**src/rtl/s2p_framer_if.sv**
```systemverilog
// Serial-in / parallel-out stream bundle for s2p_framer: serial frame input on one side,
// parallel word with valid/ready handshake on the other.
interface s2p_framer_if #(
  parameter int WIDTH = 16
);
  logic             din;
  logic             fs;
  logic             dout_ready;
  logic [WIDTH-1:0] dout;
  logic             dout_valid;

  // Driver of the serial stream and consumer of the parallel words.
  modport master (
    output din, fs, dout_ready,
    input  dout, dout_valid
  );

  // The framer itself.
  modport slave (
    input  din, fs, dout_ready,
    output dout, dout_valid
  );
endinterface

```
**src/rtl/s2p_framer.sv**
```systemverilog
// Frame-synchronised serial-to-parallel converter: after an fs strobe, WIDTH bits (MSB first)
// are assembled into a word and presented on a valid/ready output with sticky error flags.
module s2p_framer #(
  parameter int WIDTH = 16
) (
  input  logic          clk,
  input  logic          rst,
  s2p_framer_if.slave   bus,
  input  logic          clr_err,
  output logic [4:0]    count,
  output logic          sync_err,
  output logic          overrun
);

  typedef enum logic {HUNT, SHIFT} state_t;

  state_t           state_q, state_d;
  logic [WIDTH-1:0] sreg_q, sreg_d;
  logic [WIDTH-1:0] dout_q, dout_d;
  logic             valid_q, valid_d;
  logic [4:0]       cnt_q, cnt_d;
  logic             sync_err_q, sync_err_d;
  logic             overrun_q, overrun_d;
  logic [WIDTH-1:0] shifted;

  assign shifted = {sreg_q[WIDTH-2:0], bus.din};

  always_comb begin
    state_d    = state_q;
    sreg_d     = sreg_q;
    dout_d     = dout_q;
    cnt_d      = cnt_q;
    // A transfer drops valid; a completing word below re-asserts it, and set beats clear.
    valid_d    = valid_q & ~bus.dout_ready;
    sync_err_d = sync_err_q & ~clr_err;
    overrun_d  = overrun_q & ~clr_err;
    unique case (state_q)
      HUNT: begin
        cnt_d = 5'd0;
        if (bus.fs) begin
          state_d = SHIFT;
          sreg_d  = '0;
        end
      end
      SHIFT: begin
        if (bus.fs) begin
          sync_err_d = 1'b1;
          sreg_d     = '0;
          cnt_d      = 5'd0;
        end else begin
          sreg_d = shifted;
          cnt_d  = cnt_q + 5'd1;
          if (cnt_q == 5'(WIDTH - 1)) begin
            state_d = HUNT;
            dout_d  = shifted;
            valid_d = 1'b1;
            if (valid_q && !bus.dout_ready) overrun_d = 1'b1;
          end
        end
      end
      default: state_d = HUNT;
    endcase
  end

  always_ff @(posedge clk or negedge rst) begin
    if (!rst) begin
      state_q    <= HUNT;
      sreg_q     <= '0;
      dout_q     <= '0;
      valid_q    <= 1'b0;
      cnt_q      <= 5'd0;
      sync_err_q <= 1'b0;
      overrun_q  <= 1'b0;
    end else begin
      state_q    <= state_d;
      sreg_q     <= sreg_d;
      dout_q     <= dout_d;
      valid_q    <= valid_d;
      cnt_q      <= cnt_d;
      sync_err_q <= sync_err_d;
      overrun_q  <= overrun_d;
    end
  end

  assign bus.dout       = dout_q;
  assign bus.dout_valid = valid_q;
  assign count          = cnt_q;
  assign sync_err       = sync_err_q;
  assign overrun        = overrun_q;

endmodule

```
**src/flat_wrapper.sv**
```systemverilog
// flat-port wrapper written by rule: the top's interface ports become plain ports
module s2p_framer_flat 
#(
  parameter int WIDTH = 16
)
  (clk, rst, clr_err, count, sync_err, overrun, bus_din, bus_fs, bus_dout_ready, bus_dout, bus_dout_valid);
  s2p_framer_if #(.WIDTH(WIDTH)) bus_i ();
  input  logic clk;
  input  logic rst;
  input  logic clr_err;
  output logic [4:0] count;
  output logic sync_err;
  output logic overrun;
  input wire logic [$bits(bus_i.din)-1:0] bus_din;
  input wire logic [$bits(bus_i.fs)-1:0] bus_fs;
  input wire logic [$bits(bus_i.dout_ready)-1:0] bus_dout_ready;
  output wire logic [$bits(bus_i.dout)-1:0] bus_dout;
  output wire logic [$bits(bus_i.dout_valid)-1:0] bus_dout_valid;
  assign bus_i.din = bus_din;
  assign bus_i.fs = bus_fs;
  assign bus_i.dout_ready = bus_dout_ready;
  assign bus_dout = bus_i.dout;
  assign bus_dout_valid = bus_i.dout_valid;
  s2p_framer #(.WIDTH(WIDTH)) u_core (.clk(clk), .rst(rst), .bus(bus_i), .clr_err(clr_err), .count(count), .sync_err(sync_err), .overrun(overrun));
endmodule
```
**config.mk**
```make
export PLATFORM = sky130hd
export DESIGN_NAME = s2p_framer_flat
export DESIGN_NICKNAME = d
export VERILOG_FILES = /design/src/rtl/s2p_framer_if.sv /design/src/rtl/s2p_framer.sv /design/src/flat_wrapper.sv
export SDC_FILE = /design/constraint.sdc
export NUM_CORES = 1
export LEC_CHECK = 0
export CORE_ASPECT_RATIO = 1.5
export CORE_MARGIN = 8
export CORE_UTILIZATION = 53
export CTS_BUF_LIST = sky130_fd_sc_hd__clkbuf_8
export DETAILED_ROUTE_END_ITERATION = 8
export PLACE_DENSITY = 0.9
export SYNTH_ARGS = -nofsm -noshare
export SYNTH_HDL_FRONTEND = slang
export SYNTH_SLANG_ARGS = --single-unit
```
**constraint.sdc**
```tcl
create_clock -name clk -period 2 [get_ports clk]
set_input_delay 0.4 -clock clk [delete_from_list [all_inputs] [get_ports clk]]
set_output_delay 0.4 -clock clk [all_outputs]
set_load 0.005 [all_outputs]
```
Yosys cells after proc, flatten, opt, wreduce, memory -nomap -nowiden
Cells that the tools add are included.

Flip-flop bits (word level): 40. Word-level logic and storage cells: 38. Bits of input ports: 6.

Bitwise gates (word level): 7. Add/sub/neg operators: 1. Reductions and logical operators: 3. Equal/unequal tests: 2. Muxes and demuxes: 18.

Operators with widths (number): $mux 15 (2); $pmux 15 s2 (1); $mux 1 (12); $pmux 5 s2 (1); $add 5x1->5 const B (1); $eq 5x4->1 const B (1); $mux 5 (1); $not 1->1 (4); $and 1x1->1 (3); $reduce_and 3->1 (1); $ne 2x2->1 const B (1); $pmux 1 s2 (1); $logic_and 1x1->1 (1); $logic_not 1->1 (1).

Depth between registers and ports, before layout
Depth in word-level cells: 6. Mapped depth: 6. Mapped depth without buffers: 5.

Least setup slack after synthesis
No wires, ideal clock.

Path kind: register to register. From: reg u_core.cnt_q[0], in the netlist u_core.count[0]. To: reg u_core.dout_q[10], in the netlist u_core.bus.dout[10]. Library setup time: 0.125 ns. Path buffers: 1. Path slack: 0.305 ns. Cell stages (with the launch flop): 7. Data arrival time: 1.570 ns. Period minus slack after synthesis: 1.695 ns. Required time: 1.875 ns. Cells stage by stage: dfrtp_1 ha_1 and3_1 ha_1 nand3b_4 buf_6 mux2_4.

Longest elaborated chain between the ends: 2.

RTL lines: from (decl) (RTL line s2p_framer.sv:21) `logic [4:0] cnt_q, cnt_d;`; from (signal assigned) (RTL line s2p_framer.sv:79) `cnt_q <= cnt_d;`; $eq 5x4->1 (RTL line s2p_framer.sv:53) `if (cnt_q == 5'(WIDTH - 1)) begin`; $reduce_and 3->1 (no source line); to (signal assigned) (RTL line s2p_framer.sv:77) `dout_q <= dout_d;`; to (decl) (RTL line s2p_framer.sv:19) `logic [WIDTH-1:0] dout_q, dout_d;`.

Every way passes these cells. A chain may end at the register's enable or synchronous reset.

Worst setup path in the final report
From: reg u_core.cnt_q[0], in the netlist u_core.count[0]. To: reg u_core.dout_q[2], in the netlist u_core.bus.dout[2].

Same word-level chain as after synthesis.

==> impl_metrics.env <==
export IMPL_mappedNetlistNets=124
export IMPL_ir_worst_vdd_uv=622
export IMPL_synth_area_per_cell_um2=14.0
export IMPL_path_buf_inv=0
export IMPL_yosysWarningCount=0
export IMPL_reg2regPathDepth=5
export IMPL_cts_tree="built"
export IMPL_skew_ns=0.00363
export IMPL_maxCapViolations=0
export IMPL_period_needed_ns=1.79
export IMPL_slowest_stage="dfrtp_1"
export IMPL_cts_buffers=5
export IMPL_crit_cells=5
export IMPL_pwr_share_clk_pct=37.0
export IMPL_wl_per_cell_um=15.4
export IMPL_fp_dieW_um=61.1
export IMPL_drive_gt1_share_pct=18.0
export IMPL_grtUsageTotal_pct=12.5
export IMPL_fin_tns_setup_ns=0
export IMPL_pin_count=30
export IMPL_cts_sinks=40
export IMPL_worstSetupStartpointType="register"
export IMPL_crit_top_cell="ha_1"
export IMPL_die_h_um=83.7
export IMPL_worstPathCellList="ha_1 > and3_1 > ha_1 > nand3b_4 > mux2_2"
export IMPL_grt_max_degree=41
export IMPL_seqPwrFrac_pct=58.5
export IMPL_status="completed"
export IMPL_placementRows=24
export IMPL_ys_seq_area_share_pct=61.8
export IMPL_ant_nets=0
export IMPL_cp_arrival_ns=1.96
export IMPL_dieArea_mm2=0.00512
export IMPL_p_leak_nw=1.10
export IMPL_wl_um=2910
export IMPL_synth_edf_count=0
export IMPL_post_route_drc_count=0
export IMPL_p_int_w=0.00112
export IMPL_synthesis_area_mm2=0.00162
export IMPL_hold_class="input port to asynchronous set/reset pin"
export IMPL_htree_num_levels=2
export IMPL_gp_congestion=0.754
export IMPL_core_mm2=0.00291
export IMPL_overflow=0
export IMPL_start_util_pct=55.6
export IMPL_combPwrFrac_pct=4.5
export IMPL_synth_seq_cells=40
export IMPL_clk_latency_ns=0.29
export IMPL_crit_family="adder cells"
export IMPL_hold_viol=0
export IMPL_drt_initial_drc_count=7
export IMPL_syn2layout_area_growth_pct=24.7
export IMPL_cp_slowest_stage_delay_ns=0.42
export IMPL_cp_end_kind="register"
export IMPL_synthArstFlopShare_pct=100
export IMPL_cts_clk_slew_worst_paths_ns=0.07
export IMPL_dr_total_vias=954
export IMPL_swShare_pct=20.8
export IMPL_clock_path_buffers=2
export IMPL_cp_data_required_time_ns=2.17
export IMPL_grt_pass1_wl_um=4830
export IMPL_synthCells=116
export IMPL_finalSetupViolations=0
export IMPL_portBuffers=29
export IMPL_path_class="register to register"
export IMPL_rsz0062_at_grt="no"
export IMPL_drt_vias_per_instance=5.05
export IMPL_dp_hpwl_um=2090
export IMPL_max_freq_mhz=559
export IMPL_p_per_area_mw_per_mm2=699
export IMPL_cts_resized=0
export IMPL_drtPass1Iterations=4
export IMPL_antenna_found_initial=0
export IMPL_fill_cells=221
export IMPL_cts_setup_buffers=0
export IMPL_nets=157
export IMPL_tightestPinTransition_ns=0.854
export IMPL_final_core_util_pct=69.4
export IMPL_clock_root_buffer="clkbuf_8"
export IMPL_grt_pass1_vias=1062
export IMPL_post_synth_num_cell_types=22
export IMPL_switchingPower_w=0.000294
export IMPL_diodes=0
export IMPL_power_w=0.00141
export IMPL_ctsHoldBuffers=0
export IMPL_fin_crit_sh_pct=89.5
export IMPL_critPathMaxFanout=18
export IMPL_synthFlopType="dfrtp_1"
export IMPL_max_slew_margin_pct=43.1
export IMPL_slew_violations=0
==> power groups by stage <==
stage          clock (W)  sequential (W)  combinational, W
3_3_place_gp           0        0.000841         0.0000627
2_1_floorplan          0        0.000841         0.0000212
3_5_place_dp           0        0.000842         0.0000657
5_1_grt         0.000568        0.000827         0.0000727
4_1_cts         0.000547        0.000826         0.0000659
6_report        0.000522        0.000827         0.0000639
==> area by class of cell <==
class	count	area, um^2	share of cell area (%)
timing repair buffer	31	300	14.9
inverter	5	18.8	0.929
clock inverter	2	7.51	0.372
sequential	40	1000	49.5
multi-input combinational	66	562	27.8
clock buffer	6	82.6	4.09
tap	39	48.8	2.41
==> routing by layer <==
| metal | vias up | GRT usage, % | share of wire [%] |
|---|---|---|---|
| li1 | 449 | - | - |
| met1 | 477 | 13.8 | 40 |
| met2 | 21 | 20.4 | 53 |
| met3 | 7 | 3.86 | 5.6 |
| met4 | 0 | 6.40 | 2.1 |
| met5 | - | 0 | 0 |
==> state kept, by name, summed over array words and instances (netlist names) <==
signal and count:
u_core.count 5, u_core.sync_err 1, u_core.bus.dout 16, u_core.overrun 1, u_core.sreg_q 15, u_core.bus.dout_valid 1
u_core.state_q 1
==> worst register-to-register path: cells and delay by family (launching register included) <==
kind                       cells  cell delay, ns
DFF                            1            0.42
adders and majority gates      2            0.46
muxes                          1            0.38
and+or+nand+nor                2            0.42
==> path summary, 6_finish.rpt <==
check | start | end | slack (ns)
max reg2reg | u_core.count[0] | u_core.bus.dout[2] | 0.21
min | rst | u_core.bus.dout[14] | 0.22
min reg2reg | u_core.count[0] | u_core.count[0] | 0.50
max | u_core.count[0] | u_core.bus.dout[2] | 0.21
min in group clk | u_core.count[0] | u_core.count[0] | 0.50
max in group asynchronous | rst | u_core.bus.dout[2] | 1.25
==> through the flow <==
| step | std cells | setup slack, ns | hold slack (ns) | cell area [um^2] |
|---|---|---|---|---|
| finish | 189 | 0.210 | 0.220 | 2020 |
| floorplan | 116 | 0.305 | 0.104 | 1620 |
| global route | 189 | 0.133 | 0.291 | 2020 |
| global placement | 181 | 0.246 | 0.474 | 1930 |
| CTS | 189 | 0.201 | 0.232 | 2020 |
| detailed placement | 181 | 0.181 | 0.493 | 1930 |
==> cells in the mapped netlist (all sizes together), types with 2 or more instances <==
cell type  count  area share, %
buf            4            2.2
dfrtp         40             62
ha             2            1.5
inv            5            1.2
mux2          16             13
mux2i         16            9.9
nand2          2           0.46
nand2b         2           0.77
nand3b         2            1.7
nor2          19            4.4
==> logic make-up (layout without fill, tap and decap cells) <==
logic type                 Yosys count  after routing  synth area share [%]
and+or+nand+nor                     28             28                  8.57
buffers and inverters               10             44                  3.55
xor gates and xnor gates             1              1                 0.541
DFF                                 40             40                  61.8
AOI/OAI and AO/OA                    3              3                  1.16
adders and majority gates            2              2                  1.54
muxes                               32             32                  22.9
==> cells in the final DEF, fill, tap and decap left out <==
| cell type | instances |
|---|---|
| o21ai_0 | 1 |
| buf_2 | 1 |
| clkdlybuf4s50_1 | 28 |
| buf_4 | 2 |
| dfrtp_1 | 40 |
| nand3b_4 | 1 |
| clkbuf_8 | 6 |
| nand3_1 | 1 |
| nor2_1 | 19 |
| mux2_4 | 8 |
| mux2i_1 | 16 |
| nand2b_1 | 2 |
| ha_1 | 2 |
| o22ai_1 | 1 |
| nand2_1 | 2 |
| xnor2_1 | 1 |
| mux2_2 | 8 |
| a21o_1 | 1 |
| nand3b_1 | 1 |
| or3b_2 | 1 |
| inv_1 | 7 |
| and3_1 | 1 |
No activity file was read; power rests on OpenSTA's default activity.
